--- config.mk ---
export PLATFORM = sky130hd
export DESIGN_NAME = cache_ram_controller
export DESIGN_NICKNAME = d
export VERILOG_FILES = /design/src/rtl/cache_mem_pkg.sv /design/src/rtl/cache_ram_controller.sv
export SDC_FILE = /design/constraint.sdc
export NUM_CORES = 1
export LEC_CHECK = 0
export CAP_MARGIN = 5
export CORE_AREA = 2 2 99 101
export DETAILED_ROUTE_END_ITERATION = 6
export DIE_AREA = 0 0 101 103
export PLACE_DENSITY = 0.84
export SYNTH_ARGS = -nofsm -noshare
export SYNTH_HDL_FRONTEND = slang
export SYNTH_SLANG_ARGS = --single-unit
--- constraint.sdc ---
create_clock -name clka -period 1.6 [get_ports clka]
set_input_delay 0.32 -clock clka [delete_from_list [all_inputs] [get_ports clka]]
set_output_delay 0.32 -clock clka [all_outputs]
set_load 0.01 [all_outputs]
--- src/rtl/cache_mem_pkg.sv ---
// Shared definitions for the direct-mapped cache and its RAM-side controller:
// state encoding, default geometry and the read-latency counter sizing.
package cache_mem_pkg;

    typedef enum logic [1:0] {
        IDLE    = 2'd0,
        READ    = 2'd1,
        WRITE   = 2'd2,
        RELEASE = 2'd3
    } mem_state_t;

    localparam int DEF_ADDRESS_SPACE = 12;
    localparam int DEF_DATA_SIZE     = 32;

    localparam int MAX_READ_LATENCY  = 7;
    localparam int LAT_W             = 3;

endpackage

--- src/rtl/cache_ram_controller.sv ---
// Serves cache line fetches and write-through flushes against a synchronous
// block RAM; one single-cycle acknowledge per request, all outputs registered.
module cache_ram_controller
    import cache_mem_pkg::*;
#(
    parameter int ADDRESS_SPACE = DEF_ADDRESS_SPACE,
    parameter int DATA_SIZE     = DEF_DATA_SIZE,
    parameter int READ_LATENCY  = 1
) (
    input  logic                     clka,
    input  logic                     rsta,
    input  logic                     fetch,
    input  logic                     flush,
    input  logic [ADDRESS_SPACE-1:0] addra,
    input  logic [DATA_SIZE-1:0]     dina,
    output logic [DATA_SIZE-1:0]     douta,
    output logic                     fetch_ack,
    output logic                     flush_ack,
    output logic                     busy,
    output logic                     mem_en,
    output logic                     mem_we,
    output logic [ADDRESS_SPACE-1:0] mem_addr,
    output logic [DATA_SIZE-1:0]     mem_wdata,
    input  logic [DATA_SIZE-1:0]     mem_rdata
);

    if (READ_LATENCY < 1 || READ_LATENCY > MAX_READ_LATENCY) begin : g_bad_latency
        $error("cache_ram_controller: READ_LATENCY must be 1..%0d", MAX_READ_LATENCY);
    end

    mem_state_t       state;
    logic [LAT_W-1:0] lat_cnt;
    logic             served_flush;

    always_ff @(posedge clka) begin
        if (rsta) begin
            state        <= IDLE;
            lat_cnt      <= '0;
            served_flush <= 1'b0;
            douta        <= '0;
            fetch_ack    <= 1'b0;
            flush_ack    <= 1'b0;
            busy         <= 1'b0;
            mem_en       <= 1'b0;
            mem_we       <= 1'b0;
            mem_addr     <= '0;
            mem_wdata    <= '0;
        end else begin
            fetch_ack <= 1'b0;
            flush_ack <= 1'b0;
            case (state)
                IDLE: begin
                    // flush first: a pending fetch of the same line must see the new data
                    if (flush) begin
                        mem_addr     <= addra;
                        mem_wdata    <= dina;
                        mem_en       <= 1'b1;
                        mem_we       <= 1'b1;
                        served_flush <= 1'b1;
                        busy         <= 1'b1;
                        state        <= WRITE;
                    end else if (fetch) begin
                        mem_addr     <= addra;
                        mem_en       <= 1'b1;
                        mem_we       <= 1'b0;
                        lat_cnt      <= LAT_W'(READ_LATENCY);
                        served_flush <= 1'b0;
                        busy         <= 1'b1;
                        state        <= READ;
                    end
                end
                WRITE: begin
                    mem_en    <= 1'b0;
                    mem_we    <= 1'b0;
                    flush_ack <= 1'b1;
                    state     <= RELEASE;
                end
                READ: begin
                    mem_en <= 1'b0;
                    if (lat_cnt == '0) begin
                        douta     <= mem_rdata;
                        fetch_ack <= 1'b1;
                        state     <= RELEASE;
                    end else begin
                        lat_cnt <= lat_cnt - 1'b1;
                    end
                end
                RELEASE: begin
                    // hold off until the served request drops so it is not served twice
                    if (served_flush ? !flush : !fetch) begin
                        busy  <= 1'b0;
                        state <= IDLE;
                    end
                end
                default: begin
                    busy  <= 1'b0;
                    state <= IDLE;
                end
            endcase
        end
    end

endmodule
Word-level counts from Yosys, hierarchy flattened
Index checks and enable logic that the tools add are counted.
- flip-flop bits (word level): 87
- output and inout port bits: 81
- logic and storage cells: 63
- input bits: 80
- add/sub/neg operators: 1
- muxes and demuxes: 22
- reduce and logical (&&, ||, !) cells: 19
- bitwise operators: 1
- equality and inequality tests: 9
- operators with widths (kind ; number):
    12-bit 2-to-1 mux ; 2
    2-bit != test (second input constant) ; 5
    2-bit AND reduction ; 5
    2-bit nonzero test ; 5
    3-bit 2-to-1 mux ; 3
    1-bit 2-to-1 mux ; 8
    2-bit 2-to-1 mux ; 4
    2-bit case mux with 4 select lines ; 1
    1-bit case mux with 2 select lines ; 3
    3-bit case mux with 2 select lines ; 1
    3-bit AND reduction ; 2
    2-bit == test (second input constant) ; 2
    4-bit AND reduction ; 1
    2-bit OR reduction ; 2
    3-bit zero test ; 1
    3-bit != test (second input constant) ; 1
    3-bit by 1-bit subtractor with 3-bit output (second input constant) ; 1
    2-bit by 1-bit == test with 1-bit output (second input constant) ; 1
    1-bit zero test ; 2
    2-bit zero test ; 1
    1-bit NOT ; 1

Logic depth before layout (Yosys ltp)
Gate-level depths: netlist (run 1).
- word-level depth: 4
- mapped depth: 8
- mapped depth without buffers: 5

Least setup slack after synthesis (run 1)
No wires, ideal clock.
- path kind: reg-to-reg
- start point: register state[0]
- end point: register state[0]
- path buffers: 0
- arrival time: 1.397 ns
- library setup time: 0.123 ns
- stages on the path, launching flop included: 6
- clock period less this slack: 1.520 ns
- required time: 1.477 ns
- slack: 0.080 ns
- path through: dfxtp_1 -> inv_1 -> ha_1 -> nor3b_2 -> a221oi_2 -> mux2_1
- longest elaborated chain between the ends: 3
- RTL lines (element ; line ; text):
    start: declaration ; cache_ram_controller.sv:31 ; mem_state_t state;
    start signal: assignment ; cache_ram_controller.sv:37 ; state <= IDLE;
    start signal: assignment ; cache_ram_controller.sv:61 ; state <= WRITE;
    start signal: assignment ; cache_ram_controller.sv:69 ; state <= READ;
    2-bit by 1-bit == test with 1-bit output (tied with other cells) ; cache_ram_controller.sv:51 ; case (state)
    2-bit != test (no source line) or 3-bit != test (tied branches) ; n/a ;
    3-bit AND reduction (no source line) ; n/a ;
Parallel ways exist; a longest one is shown, timed or not.
A chain may end at the register's enable or synchronous reset.

Final worst setup path (run 1)
- start point: register douta[22]
- end point: output douta[22]
- RTL lines (element ; line ; text):
    start: declaration ; cache_ram_controller.sv:16 ; output logic [DATA_SIZE-1:0] douta,
    start signal: assignment ; cache_ram_controller.sv:81 ; douta <= mem_rdata;
No word-level cell between the ends.

==> results of run 1 <==
[power groups by stage]
| stage | Sequential [mW] | Clock [mW] | Combinational (mW) |
|---|---|---|---|
| 2_1_floorplan | 3.07 | 0 | 1.39 |
| 3_3_place_gp | 2.87 | 0 | 3.06 |
| 4_1_cts | 2.85 | 1.58 | 3.17 |
| 5_1_grt | 2.91 | 1.69 | 3.50 |
| 3_5_place_dp | 2.90 | 0 | 3.15 |
| 6_report | 2.85 | 1.52 | 3.19 |
[path summary, 6_finish.rpt]
kind	start	end	slack (ns)	cells past startpoint
worst max-delay path	douta[22]$_SDFFE_PP0P_	douta[22]	0.05	1
worst min-delay path	rsta	mem_wdata[28]$_SDFFE_PP0P_	0.45	2
worst max register to register	served_flush$_SDFFE_PP0P_	state[0]$_SDFFE_PP0P_	0.05	3
worst min register to register	mem_wdata[17]$_SDFFE_PP0P_	mem_wdata[17]$_SDFFE_PP0P_	0.45	2
[timing repair]
action                     4_1_cts  5_1_grt
setup endpoints to repair        3       61
buffers inserted                 0        0
resized for setup                2       46
pin swaps                        0        1
[logic make-up (layout without fill, tap and decap cells)]
group	after synthesis	in the layout	synth area share [%]
AND/OR/NAND/NOR	182	182	22.6
AO/OA/AOI/OAI	92	92	15.2
flip-flops	87	87	53.2
buffers and inverters	34	200	4.62
adder cells (fa/ha/maj)	7	7	2.67
multiplexers	5	5	1.79
[per-layer routing]
metal / share of wire [%] / GRT usage [%] / vias up
met5: 0 / 0 / -
met4: 0.86 / 4.47 / 0
met3: 8.9 / 6.71 / 6
met2: 50 / 30.5 / 110
met1: 40 / 18.1 / 1453
li1: - / - / 1640
[sequential cells by signal (all words and copies together) (netlist names)]
name / flops
mem_en: 1
mem_addr: 12
mem_we: 1
fetch_ack: 1
mem_wdata: 32
lat_cnt: 3
state: 2
busy: 1
douta: 32
flush_ack: 1
served_flush: 1
[final cells by class]
| cell class | instances | area, um2 |
|---|---|---|
| Clock buffer | 12 | 145 |
| Sequential cell | 87 | 1740 |
| Fill cell | 829 | 4050 |
| Inverter | 6 | 22.5 |
| Multi-Input combinational cell | 286 | 1430 |
| Clock inverter | 4 | 55.1 |
| Timing Repair Buffer | 178 | 1870 |
| Tap cell | 114 | 143 |
[layout by cell type (no fill, tap or decap), drive strengths merged, types with 2 or more instances in the layout]
| cell | n |
|---|---|
| clkinv | 2 |
| dlymetal6s2s | 35 |
| nor2 | 9 |
| clkdlybuf4s50 | 123 |
| clkbuf | 12 |
| ha | 7 |
| nor2b | 3 |
| inv | 6 |
| o21ai | 3 |
| mux2 | 4 |
| dfxtp | 87 |
| a21oi | 82 |
| nand2 | 155 |
| nand2b | 6 |
| buf | 19 |
[through the flow]
step,worst slack (ns),area (um2),std cells,utilization (%)
global route,-0.0230,5410,687,57.1
finish,0.0459,5410,687,57.1
global placement,-0.180,5070,671,53.6
CTS,0.000292,5270,687,55.8
detailed placement,-0.230,5070,671,53.6
floorplan,0.0797,3280,407,-
[synth_stat cells, drive strengths merged]
cell type	instances
and2	1
o32ai	1
nor2b	3
a32o	1
o21ai	3
buf	14
or2	1
a22o	1
a2111oi	1
o21a	1
ha	7
mux2i	1
a221oi	1
nand3b	1
nand2b	6
inv	6
mux2	4
nand4	1
nor3	1
a21oi	82
clkbuf	14
nand2	155
dfxtp	87
o31ai	1
and3b	1
nor3b	1
nor4bb	1
nand3	1
nor2	9
==> out/results.tsv, run 1 <==
metric	value	unit
global-route usage over all layers	16.7	%
number of DRC markers after the initial detailed-route iteration	121	
Crit Path Max Fanout	2	
switching part of the total	33.5	%
min cycle time layout	1.55	ns
Max-slew headroom	66.4	%
number of distinct standard cells referenced by the synthesized netlist	33	
first-pass GRT wire length	14.1	mm
Setup crit end kind	output pin	
Initial Utilization	34.6	%
Top-Level Pins	161	
final worst clock skew	0.0112	ns
area fraction of the dominant cell type after synthesis	53.2	%
core area	9460	um2
DRC	0	
via count of the first global-routing pass	3196	
die boundary width	101	um
detail-routed net length per standard cell	12.9	um
post-route antenna net violation count	0	
worst skew pair latency	0.34	ns
leakage component of the power	2.57	nW
maximum level of the CTS H-tree	3	
die outline area	10400	um2
number of buffers inserted by hold repair at cts	0	
Mapped Area	3280	um2
post-route clock period utilization	97.1	%
cell type with the largest total area after synthesis	sky130_fd_sc_hd__dfxtp_1	
post-synthesis sequential area ratio	53.2	%
share of total power in sequential cells	37.7	%
area added between synthesis and finish	64.9	%
vias	3209	
CTS tree	yes	
internal power	5.03	mW
floorplan row count	36	
worst-case vdd ir drop	584	uV
maximum clock path buffer count	2	
Critical Path Source Type	register	
cell class contributing the biggest share of worst-path delay	buffers and inverters	
clock buffer count from CTS	9	
antenna violations before repair	0	
Yosys warning count	0	
total setup violations reported at the end of the flow	0	
half-perimeter wire length of the detailed placement result	6.51	mm
reported max-cap violation count	0	
required time reported for the critical path endpoint	1.28	ns
Clock Power Share	20.1	%
Crit Path Class	register to output pin	
Power Density	1400	nW/um2
setup tns final	0	ns
Final Max Slew Viols	0	
overall routed net length	8.87	mm
Buffers on Ports	160	
result of the run	complete, no violations	
relative contribution of combinational cells to total power	42.2	%
number of iterations in the first detailed-routing pass	4	
cell-by-cell trace of the critical path	clkdlybuf4s50_1	
ratio of cells with drive above 1 in the final layout	8.55	%
Placer Congestion	0.812	
total gr overflow	0	
overall die height	103	um
Bufs and invs on worst path	1	
achievable frequency	0.643	GHz
hold violation total from the final report	0	
min-delay worst type	input port to register	
pin slew with the least headroom to its limit	0.504	ns
sink count of the clock tree	87	
Final Net Count	655	
Worst Path Arrival	1.23	ns
worst hold slack	0.448	ns
power consumption	7.56	mW
most area-consuming cells after synthesis	sky130_fd_sc_hd__dfxtp_1, sky130_fd_sc_hd__nand2_1, sky130_fd_sc_hd__a21oi_1	
Diodes inserted	0	
vias per cell	4.67	
count of state elements after synthesis	87	
Sw Pwr	2.54	mW
Syn Nets	494	
critical path's largest stage delay	0.55	ns
register clock-pin slew on the reported worst setup and hold paths	0.09	ns
Critical-path top delay cell	sky130_fd_sc_hd__clkdlybuf4s50_1	
Mapped Avg Cell Area	8.05	um2
Cells after Synth	407	
maximum number of pins on one net before global-route repair	34	
clock root buffer	sky130_fd_sc_hd__clkbuf_8	
Power figures use the tool's default switching activity.
==> run 2: changes to the inputs <==
--- a/config.mk
+++ b/config.mk
@@ -10,6 +10,7 @@
 export DETAILED_ROUTE_END_ITERATION = 6
 export DIE_AREA = 0 0 101 103
 export PLACE_DENSITY = 0.84
+export SKIP_LAST_GASP = 1
 export SYNTH_ARGS = -nofsm -noshare
 export SYNTH_HDL_FRONTEND = slang
 export SYNTH_SLANG_ARGS = --single-unit
==> run 2 against run 1 <==
  * Maximum frequency fell by 1.6%
  * Register-to-register slack got worse by 0.03 ns
  * Critical path depth rose by 4
  * Hold slack did not move
  * Largest power group unchanged
==> out/results.tsv, run 2 (same netlist as run 1, synthesis figures left out) <==
metric	value	unit	change
result of the run	complete, no violations		
Buffers on Ports	160		unchanged
Top-Level Pins	161		unchanged
overall die height	103	um	unchanged
via count of the first global-routing pass	3196		unchanged
total gr overflow	0		unchanged
Power Density	1400	nW/um2	about the same
Crit Path Max Fanout	6		+4
maximum level of the CTS H-tree	3		unchanged
power consumption	7.56	mW	about the same
share of total power in sequential cells	37.7	%	about the same
required time reported for the critical path endpoint	1.83	ns	+0.55 ns
leakage component of the power	2.57	nW	about the same
internal power	5.03	mW	about the same
area added between synthesis and finish	64.9	%	unchanged
register clock-pin slew on the reported worst setup and hold paths	0.09	ns	about the same
critical path's largest stage delay	0.37	ns	-0.18 ns
relative contribution of combinational cells to total power	42.2	%	about the same
Placer Congestion	0.812		unchanged
ratio of cells with drive above 1 in the final layout	8.38	%	-0.17 points
Final Net Count	655		unchanged
worst-case vdd ir drop	584	uV	about the same
vias	3209		unchanged
vias per cell	4.67		unchanged
Largest regs	douta (32), mem_wdata (32), mem_addr (12)		
Critical-path top delay cell	sky130_fd_sc_hd__dfxtp_2		
min cycle time layout	1.58	ns	+0.0260 ns
achievable frequency	0.633	GHz	-1.6%
switching part of the total	33.5	%	about the same
Sw Pwr	2.54	mW	about the same
Crit Path Class	register to register		
top library cells by usage in the layout, fill and taps aside	sky130_fd_sc_hd__nand2_1, sky130_fd_sc_hd__clkdlybuf4s50_1, sky130_fd_sc_hd__dfxtp_1, sky130_fd_sc_hd__a21oi_1, sky130_fd_sc_hd__dlymetal6s2s_1		
number of cells on the worst reg-to-reg path	5		+2
post-route clock period utilization	98.8	%	+1.6 points
Bufs and invs on worst path	1		unchanged
number of buffers inserted by hold repair at cts	0		unchanged
Critical Path Source Type	register		
pin slew with the least headroom to its limit	0.504	ns	unchanged
die boundary width	101	um	unchanged
clock root buffer	sky130_fd_sc_hd__clkbuf_8		
Max-slew headroom	66.4	%	unchanged
maximum clock path buffer count	2		unchanged
setup repair after global routing missed its margin	true		
maximum number of pins on one net before global-route repair	34		unchanged
commonest non-fill, non-tap cell in the layout	sky130_fd_sc_hd__nand2_1		
floorplan row count	36		unchanged
CTS tree	yes		
number of iterations in the first detailed-routing pass	4		unchanged
cell class contributing the biggest share of worst-path delay	flip-flops		
half-perimeter wire length of the detailed placement result	6.51	mm	unchanged
overall routed net length	8.87	mm	unchanged
worst skew pair latency	0.34	ns	about the same
antenna violations before repair	0		unchanged
DRC	0		unchanged
setup tns final	0	ns	unchanged
post-route antenna net violation count	0		unchanged
global-route usage over all layers	16.7	%	unchanged
clock buffer count from CTS	9		unchanged
core area	9460	um2	unchanged
final worst clock skew	0.0112	ns	unchanged
cell-by-cell trace of the critical path	inv_1 -> ha_4 -> nor3b_2 -> a221oi_2 -> mux2_1		
Worst Path Arrival	1.81	ns	+0.58 ns
die outline area	10400	um2	unchanged
detail-routed net length per standard cell	12.9	um	unchanged
Final Max Slew Viols	0		unchanged
reported max-cap violation count	0		unchanged
first-pass GRT wire length	14.1	mm	unchanged
min-delay worst type	input port to register		
sink count of the clock tree	87		unchanged
total stage count of the critical path	5		+4
Diodes inserted	0		unchanged
layout filler cell count	829		unchanged
number of DRC markers after the initial detailed-route iteration	121		unchanged
hold violation total from the final report	0		unchanged
total setup violations reported at the end of the flow	0		unchanged
Worst Hold Path Cells	2		unchanged
Setup crit end kind	register		
Initial Utilization	34.6	%	unchanged
Clock Power Share	20.1	%	about the same
## run 2: path summary, 6_finish.rpt
kind,from,to,slack [ns]
max,state[0]$_SDFFE_PP0P_,state[0]$_SDFFE_PP0P_,0.02
min,rsta,mem_wdata[28]$_SDFFE_PP0P_,0.45
max reg2reg,state[0]$_SDFFE_PP0P_,state[0]$_SDFFE_PP0P_,0.02
min reg2reg,mem_wdata[17]$_SDFFE_PP0P_,mem_wdata[17]$_SDFFE_PP0P_,0.45
## run 2: worst reg2reg max path: stages (launching register included)
cell	delay, ns
sky130_fd_sc_hd__dfxtp_2	0.37
sky130_fd_sc_hd__inv_1	0.10
sky130_fd_sc_hd__ha_4	0.19
sky130_fd_sc_hd__nor3b_2	0.16
sky130_fd_sc_hd__a221oi_2	0.29
sky130_fd_sc_hd__mux2_1	0.36
## run 2: power by group through the flow
stage / Combinational [mW] / Sequential [mW] / Clock, mW
floorplan: 1.39 / 3.07 / 0
global placement: 3.06 / 2.87 / 0
detailed placement: 3.15 / 2.90 / 0
CTS: 3.17 / 2.85 / 1.58
global route: 3.50 / 2.91 / 1.69
finish: 3.19 / 2.85 / 1.52
## run 2: final cells by class
| class | instances | area, um2 | share of cell area, % |
|---|---|---|---|
| timing repair buffer | 178 | 1870 | 34.6 |
| sequential | 87 | 1740 | 32.3 |
| multi-input combinational | 286 | 1430 | 26.4 |
| clock buffer | 12 | 145 | 2.69 |
| tap | 114 | 143 | 2.64 |
| clock inverter | 4 | 55.1 | 1.02 |
| inverter | 6 | 22.5 | 0.417 |
## run 2: routing by layer
metal  track usage, %  part of all wire [%]  vias to the layer above
met1             18.1                    40                     1453
met4             4.47                  0.86                        0
met3             6.71                   8.9                        6
li1                 -                     -                     1640
met5                0                     0                        -
met2             30.5                    50                      110
## run 2: metrics by stage
| stage | cell area [um2] | hold WS [ns] | util [%] | instances | worst slack, ns |
|---|---|---|---|---|---|
| 2_1_floorplan | 3280 | 0.456 | - | 407 | 0.0797 |
| 3_3_place_gp | 5070 | 0.441 | 53.6 | 671 | -0.180 |
| 3_5_place_dp | 5070 | 0.447 | 53.6 | 671 | -0.230 |
| 4_1_cts | 5270 | 0.435 | 55.8 | 687 | 0.000292 |
| 5_1_grt | 5410 | 0.465 | 57.1 | 687 | -0.0311 |
| 6_report | 5410 | 0.448 | 57.1 | 687 | 0.0200 |
## run 2: timing repair
action	in CTS	in global routing
gates resized for setup	2	45
pin swaps	0	1
buffers inserted	0	0
endpoints found under the setup margin	3	61
==> run 3: changes to the inputs <==
--- a/config.mk
+++ b/config.mk
@@ -6,9 +6,9 @@
 export NUM_CORES = 1
 export LEC_CHECK = 0
 export CAP_MARGIN = 5
-export CORE_AREA = 2 2 99 101
+export CORE_AREA = 2 2 114 88
 export DETAILED_ROUTE_END_ITERATION = 6
-export DIE_AREA = 0 0 101 103
+export DIE_AREA = 0 0 116 90
 export PLACE_DENSITY = 0.84
 export SKIP_LAST_GASP = 1
 export SYNTH_ARGS = -nofsm -noshare
==> run 3 against run 2 <==
  * Critical path depth decreased by 4
  * Final cell count increased by 2.6%
  * Die area increased by 0.36%
  * Maximum frequency increased by 2.0%
  * Setup slack improved by 0.031 ns
  * Core utilization increased by 1.0 points
  * Sequential share of layout area decreased by 0.35 points
  * Via count increased by 1.4%
  * Non-clock buffer count unchanged
  * Register-to-register slack improved by 0.06 ns
  * Count of clock-buffer cells in the layout decreased by 3
==> out/results.tsv, run 3 (same netlist as run 1, synthesis figures left out) <==
metric	value	unit	change
total gr overflow	0		unchanged
Buffers on Ports	160		unchanged
Crit Path Class	register to output pin		
floorplan row count	31		-14%
die boundary width	116	um	+15%
maximum clock path buffer count	2		unchanged
post-route clock period utilization	96.8	%	-1.9 points
maximum number of pins on one net before global-route repair	42		+24%
Final Max Slew Viols	0		unchanged
commonest non-fill, non-tap cell in the layout	sky130_fd_sc_hd__clkdlybuf4s50_1		
number of cells on the worst reg-to-reg path	3		-2
sink count of the clock tree	87		unchanged
area added between synthesis and finish	66.6	%	
ratio of cells with drive above 1 in the final layout	8.38	%	unchanged
Final Net Count	655		unchanged
worst-case setup slack after placement	-0.207	ns	+0.0228 ns
number of cells in the design after placement	689		+2.7%
Diodes inserted	0		unchanged
Critical Path Source Type	register		
switching part of the total	32.7	%	-0.86 points
overall die height	90	um	-13%
Clock Power Share	25.6	%	+5.5 points
PnR worst setup slack	0.0510	ns	+0.0311 ns
total stage count of the critical path	1		-4
overall routed net length	9.10	mm	+2.6%
CTS tree	yes		
Worst Hold Path Cells	2		unchanged
GR met3 Demand/Resource	6.34	%	-0.37 points
relative contribution of combinational cells to total power	39.6	%	-2.6 points
first-pass GRT wire length	14.7	mm	+4.3%
vias	3253		+1.4%
top library cells by usage in the layout, fill and taps aside	sky130_fd_sc_hd__clkdlybuf4s50_1, sky130_fd_sc_hd__nand2_1, sky130_fd_sc_hd__dfxtp_1, sky130_fd_sc_hd__a21oi_1, sky130_fd_sc_hd__buf_4		
setup repair after global routing missed its margin	false		
maximum level of the CTS H-tree	3		unchanged
clock buffer count from CTS	9		unchanged
Max-slew headroom	75.5	%	+9.1 points
min cycle time layout	1.55	ns	-0.0311 ns
total setup violations reported at the end of the flow	0		unchanged
number of setup buffers added after CTS	0		unchanged
core area	9390	um2	-0.77%
reported max-cap violation count	0		unchanged
worst skew pair latency	0.33	ns	about the same
Sw Pwr	2.68	mW	+5.8%
pin slew with the least headroom to its limit	0.365	ns	-0.139 ns
Setup crit end kind	output pin		
GR met1 Demand/Resource	21.1	%	+3.0 points
clock root buffer	sky130_fd_sc_hd__clkbuf_16		
Worst Path Arrival	1.23	ns	-0.58 ns
worst-case vdd ir drop	716	uV	+23%
half-perimeter wire length of the detailed placement result	6.71	mm	+3.1%
detail-routed net length per standard cell	12.9	um	about the same
non-filler cells in the finished layout	705		+2.6%
achievable frequency	0.646	GHz	+2.0%
DRC	0		unchanged
Top-Level Pins	161		unchanged
min-delay worst type	input port to register		
Critical-path top delay cell	sky130_fd_sc_hd__clkdlybuf4s50_1		
Crit Path Max Fanout	2		-4
leakage component of the power	2.07	nW	-19%
worst hold slack	0.348	ns	-0.100 ns
global-route usage over all layers	17.5	%	+0.81 points
number of iterations in the first detailed-routing pass	4		unchanged
post-route antenna net violation count	0		unchanged
register clock-pin slew on the reported worst setup and hold paths	0.06	ns	-0.03 ns
cell class contributing the biggest share of worst-path delay	buffers and inverters		
hold violation total from the final report	0		unchanged
internal power	5.53	mW	+9.9%
met2 Track Usage GR	29.1	%	-1.3 points
cell-by-cell trace of the critical path	clkdlybuf4s50_1		
Layout Utilization	58.2	%	+1.0 points
Placer Congestion	0.798		-1.7%
Bufs and invs on worst path	1		unchanged
result of the run	complete, no violations		
final worst clock skew	0.00671	ns	-0.00452 ns
antenna violations before repair	0		unchanged
Initial Utilization	34.9	%	+0.27 points
die outline area	10400	um2	+0.36%
required time reported for the critical path endpoint	1.28	ns	-0.55 ns
Power Density	1500	nW/um2	+7.4%
vias per cell	4.61		-1.2%
Largest regs	douta (32), mem_wdata (32), mem_addr (12)		
number of DRC markers after the initial detailed-route iteration	214		+77%
via count of the first global-routing pass	3162		-1.1%
most used routing layer	met2		
share of total power in sequential cells	34.8	%	-2.9 points
critical path's largest stage delay	0.55	ns	+0.18 ns
[run 3: cell count changes in the layout (fill, tap and decap cells not counted), moves of 9 or more]
| cell | previous run | this run |
|---|---|---|
| sky130_fd_sc_hd__dlymetal6s2s_1 | 35 | 3 |
| sky130_fd_sc_hd__clkbuf_16 | 0 | 9 |
| sky130_fd_sc_hd__clkbuf_8 | 10 | 0 |
| sky130_fd_sc_hd__clkdlybuf4s50_1 | 123 | 156 |
[run 3: final cells by class]
| class | count | area, um2 |
|---|---|---|
| clock inverters | 7 | 78.8 |
| repair buffers | 178 | 1800 |
| inverters | 6 | 22.5 |
| well taps | 132 | 165 |
| clock buffers | 9 | 225 |
| multi-input cells | 286 | 1420 |
| flip-flops and latches | 87 | 1740 |
| fillers | 838 | 3930 |
[run 3: power by group through the flow]
| stage | Clock, mW | Combinational, mW | Sequential (mW) |
|---|---|---|---|
| finish | 2.10 | 3.25 | 2.86 |
| global route | 2.27 | 3.58 | 2.91 |
| CTS | 2.17 | 3.20 | 2.86 |
| detailed placement | 0 | 3.17 | 2.90 |
| global placement | 0 | 3.08 | 2.87 |
| floorplan | 0 | 1.39 | 3.07 |
[run 3: worst paths after layout]
check                                          startpoint                      end  slack (ns)
worst max-delay path                douta[0]$_SDFFE_PP0P_                 douta[0]        0.05
worst min register to register     douta[13]$_SDFFE_PP0P_   douta[13]$_SDFFE_PP0P_        0.45
worst min-delay path                                 rsta  lat_cnt[2]$_SDFFE_PP0P_        0.35
worst max register to register  served_flush$_SDFFE_PP0P_    state[0]$_SDFFE_PP0P_        0.08
[run 3: metrics by stage]
stage	total power [mW]	setup TNS, ns	instance area, um2
after floorplan	4.46	0	3280
after global placement	5.95	-2.60	5110
after detailed placement	6.07	-4.14	5110
after CTS	8.22	0	5420
after global routing	8.75	0	5460
final	8.21	0	5460
[run 3: per-layer routing]
metal / wire, um / vias up
li1: - / 1643
met1: 3890 / 1476
met2: 4350 / 123
met3: 743 / 11
met4: 110 / 0
met5: 0 / -
[run 3: worst register-to-register path, cell delays in order (launching register included)]
cell	delay, ns
sky130_fd_sc_hd__dfxtp_1	0.41
sky130_fd_sc_hd__mux2_4	0.33
sky130_fd_sc_hd__a221oi_2	0.30
sky130_fd_sc_hd__mux2_1	0.36
[run 3: repair_timing]
| item | in CTS | in global routing |
|---|---|---|
| resized for setup | 3 | 10 |
| cloned | 0 | 0 |
| pin swaps | 0 | 2 |
| endpoints found under the setup margin | 3 | 21 |
| hold buffers | 0 | 0 |
